### src/rtl/prog_data_memory.sv
// prog_data_memory: parametrised single-port RAM with byte enables, optional registered read,
// a post-reset zero-fill sweep and a valid/ready sequential load engine.
module prog_data_memory #(
  parameter int DATA_W   = 32,
  parameter int ADDR_W   = 5,
  parameter int READ_REG = 0
) (
  input  logic                clk,
  input  logic                rst_n,
  input  logic [ADDR_W-1:0]   address,
  input  logic [DATA_W-1:0]   data,
  input  logic                we,
  input  logic [DATA_W/8-1:0] be,
  output logic [DATA_W-1:0]   data_out,
  output logic                mem_ready,
  output logic                busy,
  input  logic                load_start,
  input  logic [ADDR_W-1:0]   load_base,
  input  logic [ADDR_W:0]     load_count,
  input  logic                load_valid,
  input  logic [DATA_W-1:0]   load_data,
  output logic                load_ready,
  output logic                load_done
);
  localparam int DEPTH = 2 ** ADDR_W;
  localparam int NB = DATA_W / 8;
  localparam logic [ADDR_W:0] DEPTH_C = (ADDR_W + 1)'(DEPTH);
  localparam logic [ADDR_W:0] ONE_C = (ADDR_W + 1)'(1);
  localparam logic [ADDR_W-1:0] LAST = '1;
  typedef enum logic [1:0] {INIT, IDLE, LOAD} state_t;
  state_t state, state_nx;
  logic [ADDR_W-1:0] ptr, ptr_nx, wr_addr;
  logic [ADDR_W:0] rem, rem_nx, count_clamped;
  logic done, done_nx, wr_en;
  logic [DATA_W-1:0] wr_data, wr_mask;
  logic [DATA_W-1:0] mem [DEPTH];
  assign count_clamped = load_count > DEPTH_C ? DEPTH_C : load_count;
  assign mem_ready = state == IDLE;
  assign busy = state != IDLE;
  assign load_ready = state == LOAD;
  assign load_done = done;
  always_comb begin
    state_nx = state;
    ptr_nx = ptr;
    rem_nx = rem;
    done_nx = 1'b0;
    wr_en = 1'b0;
    wr_addr = address;
    wr_data = data;
    wr_mask = '0;
    case (state)
      INIT: begin
        wr_en = 1'b1;
        wr_addr = ptr;
        wr_data = '0;
        wr_mask = '1;
        ptr_nx = ptr + ADDR_W'(1);
        if (ptr == LAST) state_nx = IDLE;
      end
      IDLE: begin
        wr_en = we;
        for (int i = 0; i < NB; i++) wr_mask[8*i +: 8] = {8{be[i]}};
        if (load_start) begin
          if (load_count == '0) done_nx = 1'b1;
          else begin
            state_nx = LOAD;
            ptr_nx = load_base;
            rem_nx = count_clamped;
          end
        end
      end
      LOAD: begin
        if (load_valid) begin
          wr_en = 1'b1;
          wr_addr = ptr;
          wr_data = load_data;
          wr_mask = '1;
          ptr_nx = ptr + ADDR_W'(1);
          rem_nx = rem - ONE_C;
          if (rem == ONE_C) begin
            state_nx = IDLE;
            done_nx = 1'b1;
          end
        end
      end
      default: state_nx = INIT;
    endcase
  end
  always_ff @(posedge clk or negedge rst_n) begin
    if (!rst_n) begin
      state <= INIT;
      ptr <= '0;
      rem <= '0;
      done <= 1'b0;
    end else begin
      state <= state_nx;
      ptr <= ptr_nx;
      rem <= rem_nx;
      done <= done_nx;
    end
  end
  // Masked read-modify-write keeps unselected bytes; reads see the pre-edge word.
  always_ff @(posedge clk) begin
    if (wr_en) mem[wr_addr] <= (mem[wr_addr] & ~wr_mask) | (wr_data & wr_mask);
  end
  generate
    if (READ_REG != 0) begin : g_reg
      always_ff @(posedge clk or negedge rst_n) begin
        if (!rst_n) data_out <= '0;
        else data_out <= mem[address];
      end
    end else begin : g_comb
      assign data_out = mem[address];
    end
  endgenerate
endmodule

### config.mk
export PLATFORM = sky130hd
export DESIGN_NAME = prog_data_memory
export DESIGN_NICKNAME = d
export VERILOG_FILES = /design/src/rtl/prog_data_memory.sv
export SDC_FILE = /design/constraint.sdc
export NUM_CORES = 1
export LEC_CHECK = 0
export BUFFER_PORTS_ARGS = -buffer_cell sky130_fd_sc_hd__buf_2
export CAP_MARGIN = 10
export CORE_ASPECT_RATIO = 0.5
export CORE_MARGIN = 2
export CORE_UTILIZATION = 45
export CTS_BUF_LIST = sky130_fd_sc_hd__clkbuf_4
export DETAILED_ROUTE_END_ITERATION = 7
export HOLD_SLACK_MARGIN = 0.05
export SETUP_SLACK_MARGIN = 0.5
export SYNTH_ARGS = -nofsm -noshare
export SYNTH_HDL_FRONTEND = slang
export SYNTH_SLANG_ARGS = --single-unit
export TNS_END_PERCENT = 30
### constraint.sdc
create_clock -name clk -period 13.28 [get_ports clk]
set_input_delay 2.656 -clock clk [delete_from_list [all_inputs] [get_ports clk]]
set_output_delay 2.656 -clock clk [all_outputs]
set_load 0.005 [all_outputs]
# Word-level counts from Yosys, hierarchy flattened
# Memory sizes are Yosys's and may differ from the RTL's.
# Cells that the tools add are included.
# classes
n_addsub	2
n_lt_le_gt_ge	1
eq_ne	10
n_mux	30
n_bitwise	4
reduce_logical	7
# op_table
op	count
$pmux W32 S3	1
$and A32 B32 Y32	2
$mux W32	2
$pmux W32 S2	1
$not A32 Y32	1
$or A32 B32 Y32	1
$mux W6	4
$mux W5	4
$pmux W5 S3	1
$pmux W6 S2	1
$mux W2	5
$pmux W5 S2	1
$reduce_and A4 Y1	2
$mux W1	7
$eq A6 B1 Y1 const B	1
$gt A6 B6 Y1 const B	1
$logic_not A6 Y1	1
$ne A2 B1 Y1 const B	3
$ne A2 B2 Y1 const B	3
$pmux W2 S3	1
$sub A6 B1 Y6 const B	1
$add A5 B1 Y5 const B	1
$eq A5 B5 Y1 const B	1
$reduce_and A5 Y1	1
other kinds (7)	7
# totals
register_bits	14
ramBits	1024
inputBits	89
word_cells	59
n_memories	1
# mem_list
memory	depth	width	rd	rd_ports_with_merged_regs	wr	line	source
mem	32	32	2	0	1	36	logic [DATA_W-1:0] mem [DEPTH];

# Longest topological paths before layout
# depth
ltp_word	5
depth_mapped	14
ltp_nobuf	9

# Worst setup path before layout
# No wires, ideal clock.
# synth_timing
kind	input-to-output
start	input address[0]
end	output data_out[10]
arrival_ps	4938
setup_slack_ps	5686
stages	6
path_cell_list	clkbuf_1 > buf_2 > buf_1 > mux4_2 > mux4_2 > mux2_2
# synth_via
elab_chain_len	1
# synth_rtl
item	line	source
start: declaration	10	input logic [ADDR_W-1:0] address,
$mem_v2 Z32 W32	n/a	
end: declaration	14	output logic [DATA_W-1:0] data_out,
# Every way passes these cells.

# Final worst setup path
# layout_timing
start	input address[1]
end	output data_out[27]
# Same word-level chain as after synthesis.

==> key figures <==
STA
  – RSZ-0062 raised after global routing: false
  – Min Clock Period, post-route: 8330 ps
  – Final Skew: 82.3 ps
  – Setup TNS: 0 ps
  – Fmax: 120 MHz
  – Final setup violation count: 0
  – Endpoints failing hold: 0
  – Final hold slack: 555 ps
  – Slew HR: 0.0934
  – Fin crit share: 0.627
  – Slew Viols, Final: 0
  – Worst Tran Pin Value: 1350 ps

Setup path
  – CP max-delay cell: buf_4
  – CP bufs+invs: 3
  – Critical Path RT: 10620 ps
  – Startpoint Class: primary input
  – Crit path max fanout: 86
  – Setup Crit Path Kind: in -> out
  – Delay-heaviest family, CP: buffers and inverters
  – Worst endpoint data arrival time: 5670 ps
  – Critical-path cell list: buf_8 > buf_4 > mux4_2 > mux4_2 > mux2_2 > buf_2
  – Crit. End Element: output pin
  – Crit path largest cell delay: 980 ps
  – Most used cell, CP: mux4_2

Route
  – Via density: 6.67
  – DRT Wirelength: 149 mm
  – DR vias: 28362
  – Routed len/inst: 35.1 um
  – Iteration-0 DRC Markers: 4003
  – Drt pass-1 iters: 6
  – Antenna-violating nets left: 0
  – DRC: 0

Worst hold path
  – Path category of the worst min-delay check: reg -> reg

Die
  – Core ar.: 0.105 mm^2
  – Starting Density: 0.455
  – # IOs: 125
  – Die X: 465 um
  – Area of the die: 0.109 mm^2
  – Row Count: 84
  – Die Y: 235 um

Placed design
  – Gpl congestion: 0.837
  – Dpl cells: 3816
  – Buffers added on ports: 124
  – Detailed placement HPWL: 79.8 mm

Clocking
  – # resized after CTS: 0
  – CTS buffer count: 232
  – Clock Latency Late Sink: 1220 ps
  – CTS tree: yes
  – H-tree depth: 4
  – Hold-fix buffers at CTS: 0
  – Clk sinks: 1038
  – Root Buffer Master: clkbuf_4
  – Clock Pin Slew Worst Setup and Hold Paths: 70 ps
  – Post-CTS Setup Bufs: 0
  – CTS Buffer Depth: 3

Global route
  – GRT Residual Overflow: 0
  – Vias in the first global route: 28286
  – First-pass GRT wire length: 208 mm
  – GR Util All Layers: 0.274
  – Initial antenna violation count: 4
  – Largest net degree at the start of global routing: 134

Job
  – Maxcap violations: 0

Yosys
  – Netlist cell types: 37
  – Synth Instances: 2377
  – Yosys reg bits: 1038
  – Yosys top cell by area: edfxtp_1
  – Main synth FF type: edfxtp_1
  – Syn Area/Cell: 20.2 um^2
  – Synth area leaders: edfxtp_1 (64%), mux4_2 (26%), nand2_1 (1.4%)
  – Syn nets: 2476
  – Post-synthesis async set-or-reset flop share: 0.0135
  – Synthesized cell area: 0.0479 mm^2
  – Post-synth EDFFs: 1024
  – YS warnings: 0
  – Part of the Yosys area used for sequential elements: 0.649
  – Top cell type's share of synthesized area: 0.642

Pwr
  – Peak supply drop: 209 uV
  – Static leakage: 17.0 nW
  – Power per Cell Area: 272 mW/mm^2

Cells and area
  – Nets@finish: 2749
  – # fillers: 8468
  – Area delta synth->final: 12.5%
  – Most common cell after layout, fill and taps aside: edfxtp_1
  – Commonest non-fill, non-tap cells in the layout: edfxtp_1 (1024), mux4_2 (547), clkbuf_4 (338)
  – Final Util: 0.512
  – Share of layout cells above drive strength 1: 0.434
  – Non-Filler Instances: 4249

Status
  – Status: complete, no violations
flip-flops by register name, indices dropped and copies added, names as in the netlist:
signal / cells
load_done: 1
rem: 6
mem: 1024
ptr: 5
state: 2
per-layer routing:
metal / share of wire / vias up / GRT usage
met5: 0.000054 / - / 0
met4: 0.029 / 2 / 0.0959
met3: 0.12 / 258 / 0.0826
met2: 0.44 / 1862 / 0.391
met1: 0.41 / 15113 / 0.401
li1: - / 11127 / -
where the power goes:
| part | switching, mW | leakage, nW | total (mW) | internal (mW) |
|---|---|---|---|---|
| Clock | 1.30 | 1.70 | 2.50 | 1.20 |
| Sequential | 0.176 | 9.45 | 5.91 | 5.73 |
| Combinational | 4.17 | 5.85 | 6.28 | 2.12 |
| Total | 5.64 | 17.0 | 14.7 | 9.05 |
cell families (layout without fill, tap and decap cells):
| family | Yosys count | in the layout | synth area share |
|---|---|---|---|
| DFF | 1038 | 1038 | 0.649 |
| muxes | 584 | 584 | 0.266 |
| and+or+nand+nor | 327 | 327 | 0.0286 |
| AOI/OAI and AO/OA | 230 | 230 | 0.0372 |
| buffers and inverters | 188 | 637 | 0.0167 |
| adders and majority gates | 10 | 10 | 0.00261 |
| other | 0 | 4 | 0 |
synth_stat cells (5+ instances only):
cell / instances
a21o_1: 5
a21oi_1: 18
a221oi_1: 62
a22o_1: 36
a22oi_1: 35
a31oi_1: 29
a32oi_1: 30
buf_1: 34
buf_2: 35
buf_4: 8
clkbuf_1: 100
dfrtp_1: 14
edfxtp_1: 1024
ha_1: 10
inv_1: 8
mux2_2: 33
mux4_2: 547
nand2_1: 181
nand3_1: 70
nor2_1: 51
nor2b_1: 5
nor3_1: 9
o21ai_0: 7
worst min-delay path, delay by kind of cell (launching register included):
family / cells / cell delay (ps)
compound gates: 2 / 150
flops: 1 / 360
final cells by class:
type	count	area, um^2	share of cell area
Inverter	8	30.0	0.000557
Multi-Input combinational cell	1151	16600	0.308
Timing Repair Buffer	219	1550	0.0287
Sequential cell	1038	31100	0.577
Clock buffer	338	2540	0.0471
Antenna cell	4	10.0	0.000186
Tap cell	1419	1780	0.0329
Clock inverter	72	339	0.00629
worst paths after layout:
path | slack [ps] | endpoint | depth (start not counted) | startpoint
max | 4950 | data_out[27] | 6 | address[1]
min | 560 | rem[4]$_DFFE_PN0P_ | 2 | rem[4]$_DFFE_PN0P_
max reg2reg | 6950 | mem[31][12]$_DFFE_PP_ | 9 | state[0]$_DFFE_PN0P_
min reg2reg | 560 | rem[4]$_DFFE_PN0P_ | 2 | rem[4]$_DFFE_PN0P_
max in group asynchronous | 11640 | ptr[1]$_DFFE_PN0P_ | 1 | rst_n
min in group asynchronous | 1380 | rem[1]$_DFFE_PN0P_ | 1 | rst_n
per-stage QoR:
stage	setup slack, ps	total power, mW	cell area (um^2)
3_3_place_gp	4910	11.8	50700
3_5_place_dp	4910	12.0	50700
4_1_cts	4910	14.4	53600
5_1_grt	4790	15.3	53900
2_1_floorplan	5690	9.61	47900
6_report	4950	14.7	53900
(Power assumes the default switching activity.)
